### src/rtl/i2c_cmd_queue.sv
// i2c_cmd_queue: ordered host command FIFO driving a single-transfer I2C master, with response hold and timeout.
// Build option: define I2C_RETRY_EN to reissue NACKed or timed-out commands up to MAX_RETRY times.
module i2c_cmd_queue #(
  parameter int ADDR_WIDTH     = 7,
  parameter int DATA_WIDTH     = 8,
  parameter int FIFO_DEPTH     = 4,
  parameter int TIMEOUT_CYCLES = 1024,
  parameter int MAX_RETRY      = 2
) (
  input  logic                          clock,
  input  logic                          reset,
  input  logic                          cmd_valid,
  output logic                          cmd_ready,
  input  logic [ADDR_WIDTH-1:0]         cmd_addr,
  input  logic [DATA_WIDTH-1:0]         cmd_data,
  output logic                          rsp_valid,
  input  logic                          rsp_ready,
  output logic [DATA_WIDTH-1:0]         rsp_data,
  output logic                          rsp_error,
  output logic [$clog2(FIFO_DEPTH):0]   fifo_count,
  output logic                          idle,
  output logic [ADDR_WIDTH-1:0]         m_slave_addr,
  output logic [DATA_WIDTH-1:0]         m_tx_data,
  output logic                          m_ready,
  input  logic [DATA_WIDTH-1:0]         m_rx_data,
  input  logic                          m_valid,
  input  logic                          m_busy,
  input  logic                          m_ack_error
);

  localparam int PTR_W = $clog2(FIFO_DEPTH);
  localparam int CNT_W = PTR_W + 1;
  localparam int TMO_W = $clog2(TIMEOUT_CYCLES) + 1;
  localparam logic [TMO_W-1:0] TMO_LAST = TMO_W'(TIMEOUT_CYCLES - 1);

  typedef enum logic [1:0] {IDLE, ISSUE, WAIT_DONE, RESPOND} state_t;

  state_t                             state;
  logic [ADDR_WIDTH+DATA_WIDTH-1:0]   mem [FIFO_DEPTH];
  logic [PTR_W-1:0]                   wr_ptr;
  logic [PTR_W-1:0]                   rd_ptr;
  logic [TMO_W-1:0]                   tmo_cnt;
  logic [TMO_W-1:0]                   tmo_nxt;
  logic                               tmo_hit;
  logic                               push;
  logic                               pop;
  logic                               attempt_failed;
  logic                               retry_ok;

  assign cmd_ready = (fifo_count < CNT_W'(FIFO_DEPTH));
  assign push      = cmd_valid && cmd_ready;
  assign pop       = (state == IDLE) && (fifo_count != '0) && !m_busy && !rsp_valid;
  assign idle      = (fifo_count == '0) && (state == IDLE) && !rsp_valid;

  // The counter never actually stores TIMEOUT_CYCLES-1: the edge that would load it
  // is the edge that leaves WAIT_DONE, so rsp_valid lands TIMEOUT_CYCLES after m_ready.
  assign tmo_nxt = tmo_cnt + 1'b1;
  assign tmo_hit = (tmo_nxt == TMO_LAST);

  assign attempt_failed = m_valid ? m_ack_error : tmo_hit;

`ifdef I2C_RETRY_EN
  localparam int RTY_W = $clog2(MAX_RETRY + 1) + 1;
  logic [RTY_W-1:0] retry_cnt;
  assign retry_ok = (retry_cnt < RTY_W'(MAX_RETRY));
`else
  assign retry_ok = 1'b0;
`endif

  always_ff @(posedge clock) begin
    if (push) mem[wr_ptr] <= {cmd_addr, cmd_data};
  end

  always_ff @(posedge clock or negedge reset) begin
    if (!reset) begin
      wr_ptr     <= '0;
      rd_ptr     <= '0;
      fifo_count <= '0;
    end else begin
      if (push) wr_ptr <= wr_ptr + 1'b1;
      if (pop)  rd_ptr <= rd_ptr + 1'b1;
      case ({push, pop})
        2'b10:   fifo_count <= fifo_count + 1'b1;
        2'b01:   fifo_count <= fifo_count - 1'b1;
        default: fifo_count <= fifo_count;
      endcase
    end
  end

  always_ff @(posedge clock or negedge reset) begin
    if (!reset) begin
      state        <= IDLE;
      m_ready      <= 1'b0;
      m_slave_addr <= '0;
      m_tx_data    <= '0;
      rsp_valid    <= 1'b0;
      rsp_data     <= '0;
      rsp_error    <= 1'b0;
      tmo_cnt      <= '0;
`ifdef I2C_RETRY_EN
      retry_cnt    <= '0;
`endif
    end else begin
      case (state)
        IDLE: begin
          if (pop) begin
            {m_slave_addr, m_tx_data} <= mem[rd_ptr];
            m_ready                   <= 1'b1;
            state                     <= ISSUE;
`ifdef I2C_RETRY_EN
            retry_cnt                 <= '0;
`endif
          end
        end
        ISSUE: begin
          m_ready <= 1'b0;
          tmo_cnt <= '0;
          state   <= WAIT_DONE;
        end
        WAIT_DONE: begin
          tmo_cnt <= tmo_nxt;
          if ((m_valid || tmo_hit) && attempt_failed && retry_ok) begin
            // Address and data registers are left untouched so the reissue is identical.
            m_ready <= 1'b1;
            state   <= ISSUE;
`ifdef I2C_RETRY_EN
            retry_cnt <= retry_cnt + 1'b1;
`endif
          end else if (m_valid) begin
            rsp_data  <= m_rx_data;
            rsp_error <= m_ack_error;
            rsp_valid <= 1'b1;
            state     <= RESPOND;
          end else if (tmo_hit) begin
            rsp_data  <= '0;
            rsp_error <= 1'b1;
            rsp_valid <= 1'b1;
            state     <= RESPOND;
          end
        end
        RESPOND: begin
          if (rsp_ready) begin
            rsp_valid <= 1'b0;
            state     <= IDLE;
          end
        end
        default: state <= IDLE;
      endcase
    end
  end

endmodule

### config.mk
export PLATFORM = sky130hd
export DESIGN_NAME = i2c_cmd_queue
export DESIGN_NICKNAME = d
export VERILOG_FILES = /design/src/rtl/i2c_cmd_queue.sv
export SDC_FILE = /design/constraint.sdc
export NUM_CORES = 1
export LEC_CHECK = 0
export ABC_CLOCK_PERIOD_IN_PS = 6200
export CAP_MARGIN = 5
export CORE_ASPECT_RATIO = 1.75
export CORE_UTILIZATION = 39
export CTS_BUF_LIST = sky130_fd_sc_hd__clkbuf_8 sky130_fd_sc_hd__clkbuf_16
export DETAILED_ROUTE_END_ITERATION = 8
export DONT_BUFFER_PORTS = 1
export PLACE_DENSITY = 0.56
export SLEW_MARGIN = 20
export SYNTH_ARGS = -nofsm -noshare
export SYNTH_HDL_FRONTEND = slang
export SYNTH_SLANG_ARGS = --single-unit
### constraint.sdc
create_clock -name clock -period 6.2 [get_ports clock]
set_clock_uncertainty 0.05 [all_clocks]
set_input_delay 0.93 -clock clock [delete_from_list [all_inputs] [get_ports clock]]
set_output_delay 0.93 -clock clock [all_outputs]
set_load 0.01 [all_outputs]
### Word-level counts from Yosys, hierarchy flattened

Memory sizes are Yosys's and may differ from the RTL's. A register that Yosys moved wholly into a read port is not among the register bits.
Index checks and enable logic that the tools add are counted.

* register bits after elaboration: 31
* bits in writable memories: 60
* input bits: 30
* logic and storage cells: 65
* memories: 1

* add/subtract/negate cells: 5
* order comparisons: 1
* equal/unequal tests: 9
* muxes and demuxes: 18
* reductions and logical operators: 22

Memory list
* mem: depth 4, bits a word 15, read ports 1, clocked after Yosys merged registers in 1, write ports 1, RTL line 39 `logic [ADDR_WIDTH+DATA_WIDTH-1:0] mem [FIFO_DEPTH];`

Operators with widths (count)
* case mux 11 bit (2 select lines): 1
* 2-to-1 mux 8 bit: 2
* adder 11 x 1 -> 11 bit, second input constant: 1
* equality test 11 x 10 -> 1 bit, second input constant: 1
* nonzero test 2 bit: 5
* 2-to-1 mux 2 bit: 4
* case mux 2 bit (4 select lines): 1
* 2-to-1 mux 1 bit: 7
* equality test 2 bit, second input constant: 3
* logical AND 1 bit: 6
* case mux 3 bit (2 select lines): 1
* AND reduction 2 bit: 3
* AND reduction 3 bit: 2
* adder 2 x 1 -> 2 bit, second input constant: 2
* equality test 2 x 1 -> 1 bit, second input constant: 2
* inequality test 2 bit, second input constant: 2
* case mux 1 bit (2 select lines): 2
* adder 3 x 1 -> 3 bit, second input constant: 1
* logical NOT 1 bit: 3
* logical NOT 3 bit: 1
* less-than comparator 3 bit, second input constant: 1
* inequality test 3 bit, second input constant: 1
* nonzero test 3 bit: 1
* subtractor 3 x 1 -> 3 bit, second input constant: 1
* logical NOT 2 bit: 1

### Logic depth before layout (Yosys ltp)

* depth in word-level cells: 6
* depth in mapped cells: 13
* mapped depth without buffers: 11

### Worst setup path before layout

No wires, ideal clock.

* path kind: input -> register
* from: input port m_busy
* to: register fifo_count[2]
* setup time: 80 ps
* arrival time: 2898 ps
* data required time: 6070 ps
* slack: 3172 ps
* cell stages on the path: 10
* buffers on the path: 2
* path through: or3_1 clkbuf_1 clkinv_1 clkbuf_1 ha_1 inv_1 fa_1 xor2_1 nor2_1 xnor2_1

* longest elaborated chain between the ends: 5
* elaborated cells on any way between the ends: 7
* those cells by class: 2 x eq/ne; 1 x mux; 4 x reduce/logical

Ends and longest elaborated chain
* start: declaration: RTL line 27 `input logic m_busy,`
* logical NOT 1 bit (*): RTL line 52 `assign pop = (state == IDLE) && (fifo_count != '0) && !m_busy && !rsp_valid;`
* logical AND 1 bit (*) (2 in a row): RTL line 52
* via pop: RTL line 46 `logic pop;`
* equality test 2 x 1 -> 1 bit or equality test 2 bit (tied branches): RTL line 82 `case ({push, pop})`
* case mux 3 bit (2 select lines) or nonzero test 2 bit (tied branches)
* end signal: assignment: RTL line 83 `2'b10: fifo_count <= fifo_count + 1'b1;`
* end signal: assignment: RTL line 84 `2'b01: fifo_count <= fifo_count - 1'b1;`
* end signal: assignment: RTL line 85 `default: fifo_count <= fifo_count;`
* end: declaration: RTL line 20 `output logic [$clog2(FIFO_DEPTH):0] fifo_count,`

The timed path passes the listed nets; every way through them passes the cells marked *.
A chain may end at the register's enable or synchronous reset.

### Final worst setup path

* from: register state[0]
* to: register fifo_count[2]

* longest elaborated chain between the ends: 6
* elaborated cells on any way between the ends: 8
* those cells by class: 2 x eq/ne; 1 x mux; 5 x reduce/logical

Ends and longest elaborated chain
* start: declaration: RTL line 38 `state_t state;`
* start signal: assignment: RTL line 92 `state <= IDLE;`
* start signal: assignment: RTL line 109 `state <= ISSUE;`
* start signal: assignment: RTL line 118 `state <= WAIT_DONE;`
* logical NOT 2 bit (*): RTL line 52
* logical AND 1 bit (*) (3 in a row): RTL line 52
* equality test 2 x 1 -> 1 bit or equality test 2 bit (tied branches): RTL line 82
* case mux 3 bit (2 select lines) or nonzero test 2 bit (tied branches)

Every way passes the cells marked *; elsewhere a longest branch is shown, timed or not.

==> summary.md <==
| Metric | Value |
|---|---|
| Drt pass-1 iters | `4` |
| Resized Gates After CTS | `0` |
| CTS buffer count | `9` |
| Std cell rows | `51` |
| Cell Pwr Density | `450 mW/mm²` |
| Crit Path Class | `reg -> reg` |
| Global route overflow | `0` |
| Critical R2R Launch | `state[0]$_DFFE_PN0P_` |
| CTS Buffer Depth | `2` |
| # nets final | `350` |
| Max transition margin | `45.0%` |
| CP Capture Type | `flip-flop` |
| Latest clock arrival within the worst-skew pair | `0.35 ns` |
| Die H | `143 µm` |
| Cell count after synthesis | `309` |
| Die width | `82.7 µm` |
| Share of layout cells above drive strength 1 | `13.1%` |
| Postcts setup bufs | `0` |
| Wire length of the first global-routing pass | `13,000 µm` |
| Post-synth EDFFs | `60` |
| Mapped Nets | `352` |
| Status | `finished, final reports clean` |
| Post-synthesis compound-gate area fraction | `6.11%` |
| Yosys cell types | `41` |
| Final Slew Violations | `0` |
| Crit path required time | `6.38 ns` |
| RSZ-0062 raised after global routing | `false` |
| Simple-gate area share of the yosys netlist | `9.93%` |
| Min-delay worst type | `in -> async` |
| Via count | `2,339` |
| Vias in the first global route | `2,424` |
| Main combinational cell family by area after synthesis | `simple AND/OR/NAND/NOR gates` |
| Post-DRT Antenna Nets | `0` |
| Peak Freq | `308 MHz` |
| Antenna violations before repair | `0` |
| Hold Fails Final Rpt | `0` |
| I/O pin cnt | `61` |
| Die area | `0.0119 mm²` |
| Top_reg_cell synth | `edfxtp_1` |
| # hold bufs at CTS | `0` |
| H-Tree Depth | `3` |
| Detailed Place HPWL | `5680 µm` |
| Starting DRT DRC Count | `99` |
| GRT Overall Usage | `15.5%` |
| Synthesized area per cell | `14.4 µm²` |
| Drt drc | `0` |
| Max Fanout on Critical Path | `18` |
| DR vias/cell | `5.27` |
| Max-cap check violation count | `0` |
| Clock tree from TritonCTS | `yes` |
| Final Routed Wirelength | `8240 µm` |
| Worst setup SP type | `flip-flop` |
| Async S/R FF share, synth | `43.4%` |
| Clock sinks | `106` |
| Max IR drop VDD | `0.000178 V` |
| Crit share post-route | `52.4%` |
| Most used cells in the layout excluding fill and tap cells | `60 x edfxtp_1, 58 x nand2_1, 45 x dfrtp_1` |
| Largest net degree at the start of global routing | `47` |
| Yosys warning total | `0` |
| Worst Setup SP | `state[0]$_DFFE_PN0P_` |
| Setup TNS Final | `0 ns` |
| Core region area | `0.0111 mm²` |
| WHS | `0.220 ns` |
| Port buffer count | `0` |
| Worst-Margin Slew | `0.824 ns` |
| Crit path DAT | `3.43 ns` |
| Final setup vio count | `0` |
| Most common cell after layout, fill and taps aside | `edfxtp_1` |
| Lkg Pwr | `1.85 nW` |
| Post-synthesis mux area share | `8.95%` |
| Post-Synth XOR/XNOR Area | `1.97%` |
| Root buf cell | `clkbuf_16` |
| Adder-Cell Fraction of Synth Area | `3.83%` |
| Diodes inserted | `0` |
| Seq/Total Area, Yosys | `66.4%` |
| Yosys reg bits | `106` |
| Post-Syn Area | `0.00445 mm²` |
| Min Tclk post-route | `3.25 ns` |
| Worst-path clk slew | `0.07 ns` |
| Routed WL per cell | `18.6 µm` |
| Initial core utilization | `40.0%` |
| Layout Area Growth over Synthesis | `9.20%` |
| RD Place Congestion | `0.798` |
==> critical path, stage by stage, from the launching register on <==
cell	delay, ns
dfrtp_1	0.40
inv_1	0.10
ha_1	0.21
nand2b_1	0.11
or3_1	0.57
clkinv_1	0.65
ha_1	0.43
inv_1	0.07
fa_1	0.18
xor2_1	0.16
nor2_1	0.07
xnor2_1	0.12
==> kinds of logic after synthesis <==
| family | count (synthesis) |
|---|---|
| adders and majority gates | 13 |
| DFF | 106 |
| AOI/OAI and AO/OA | 33 |
| muxes | 21 |
| xor gates and xnor gates | 10 |
| and+or+nand+nor | 97 |
| buffers and inverters | 29 |
==> metrics by stage <==
stage                     cells  setup slack [ns]  power, mW  cell area, µm²  utilization [%]
after detailed placement    428              2.79       1.65            4550             41.0
after global placement      428              2.96       1.63            4550             41.0
after CTS                   444              2.81       2.22            4850             43.7
after floorplan             309              3.17       1.50            4450                -
after global routing        444              2.54       2.33            4860             43.7
final                       444              2.95       2.18            4860             43.7
==> where the power goes <==
part	switching, mW	total, mW	internal [mW]	leakage, nW
combinational	0.266	0.494	0.228	0.578
clock	0.283	0.570	0.287	0.145
sequential	0.204	1.12	0.915	1.13
total	0.754	2.18	1.43	1.85
==> sequential cells by signal, indices dropped and copies added, names as in the netlist, 3 cells and up <==
| signal | cells |
|---|---|
| m_tx_data | 8 |
| mem | 60 |
| m_slave_addr | 7 |
| fifo_count | 3 |
| tmo_cnt | 11 |
| rsp_data | 8 |
==> synth_stat cells (all sizes together) (4+ instances only) <==
library cell | instances | share of area (%)
edfxtp | 60 | 41
nand2 | 59 | 5.0
dfrtp | 46 | 26
mux4 | 15 | 7.6
inv | 13 | 1.1
a22o | 12 | 2.4
ha | 12 | 3.4
nor2 | 10 | 0.84
clkbuf | 9 | 0.76
nand3 | 9 | 1.2
xnor2 | 7 | 1.4
mux2i | 6 | 1.4
o21ai | 6 | 0.68
o2bb2ai | 5 | 0.98
a21oi | 4 | 0.53
and2 | 4 | 0.56
buf | 4 | 0.70
nor3 | 4 | 0.45
==> routing by layer <==
layer | track usage (%) | wire [µm] | vias up
met5 | 0 | 0 | -
met4 | 7.17 | 260 | 0
met3 | 6.33 | 501 | 14
met2 | 25.9 | 4310 | 52
met1 | 16.8 | 3170 | 1158
li1 | - | - | 1115
==> worst paths after layout <==
| kind | end | slack, ns | cells after the start |
|---|---|---|---|
| worst min register to register | m_tx_data[7]$_DFFE_PN0P_ | 0.51 | 2 |
| max in group asynchronous | m_tx_data[3]$_DFFE_PN0P_ | 5.77 | 0 |
| min in group clock | m_tx_data[7]$_DFFE_PN0P_ | 0.51 | 2 |
| worst max-delay path | fifo_count[2]$_DFFE_PN0P_ | 2.95 | 11 |
| worst max register to register | fifo_count[2]$_DFFE_PN0P_ | 2.95 | 11 |
| worst min-delay path | m_slave_addr[0]$_DFFE_PN0P_ | 0.22 | 0 |
==> final cells by class <==
| cell class | count | area (µm²) |
|---|---|---|
| fill | 1018 | 6250 |
| inverter | 16 | 60.1 |
| sequential | 106 | 2950 |
| tap | 132 | 165 |
| clock buffer | 9 | 225 |
| multi-input combinational | 174 | 1370 |
| clock inverter | 7 | 82.6 |
Note: power is estimated with default switching activity, not from simulation.
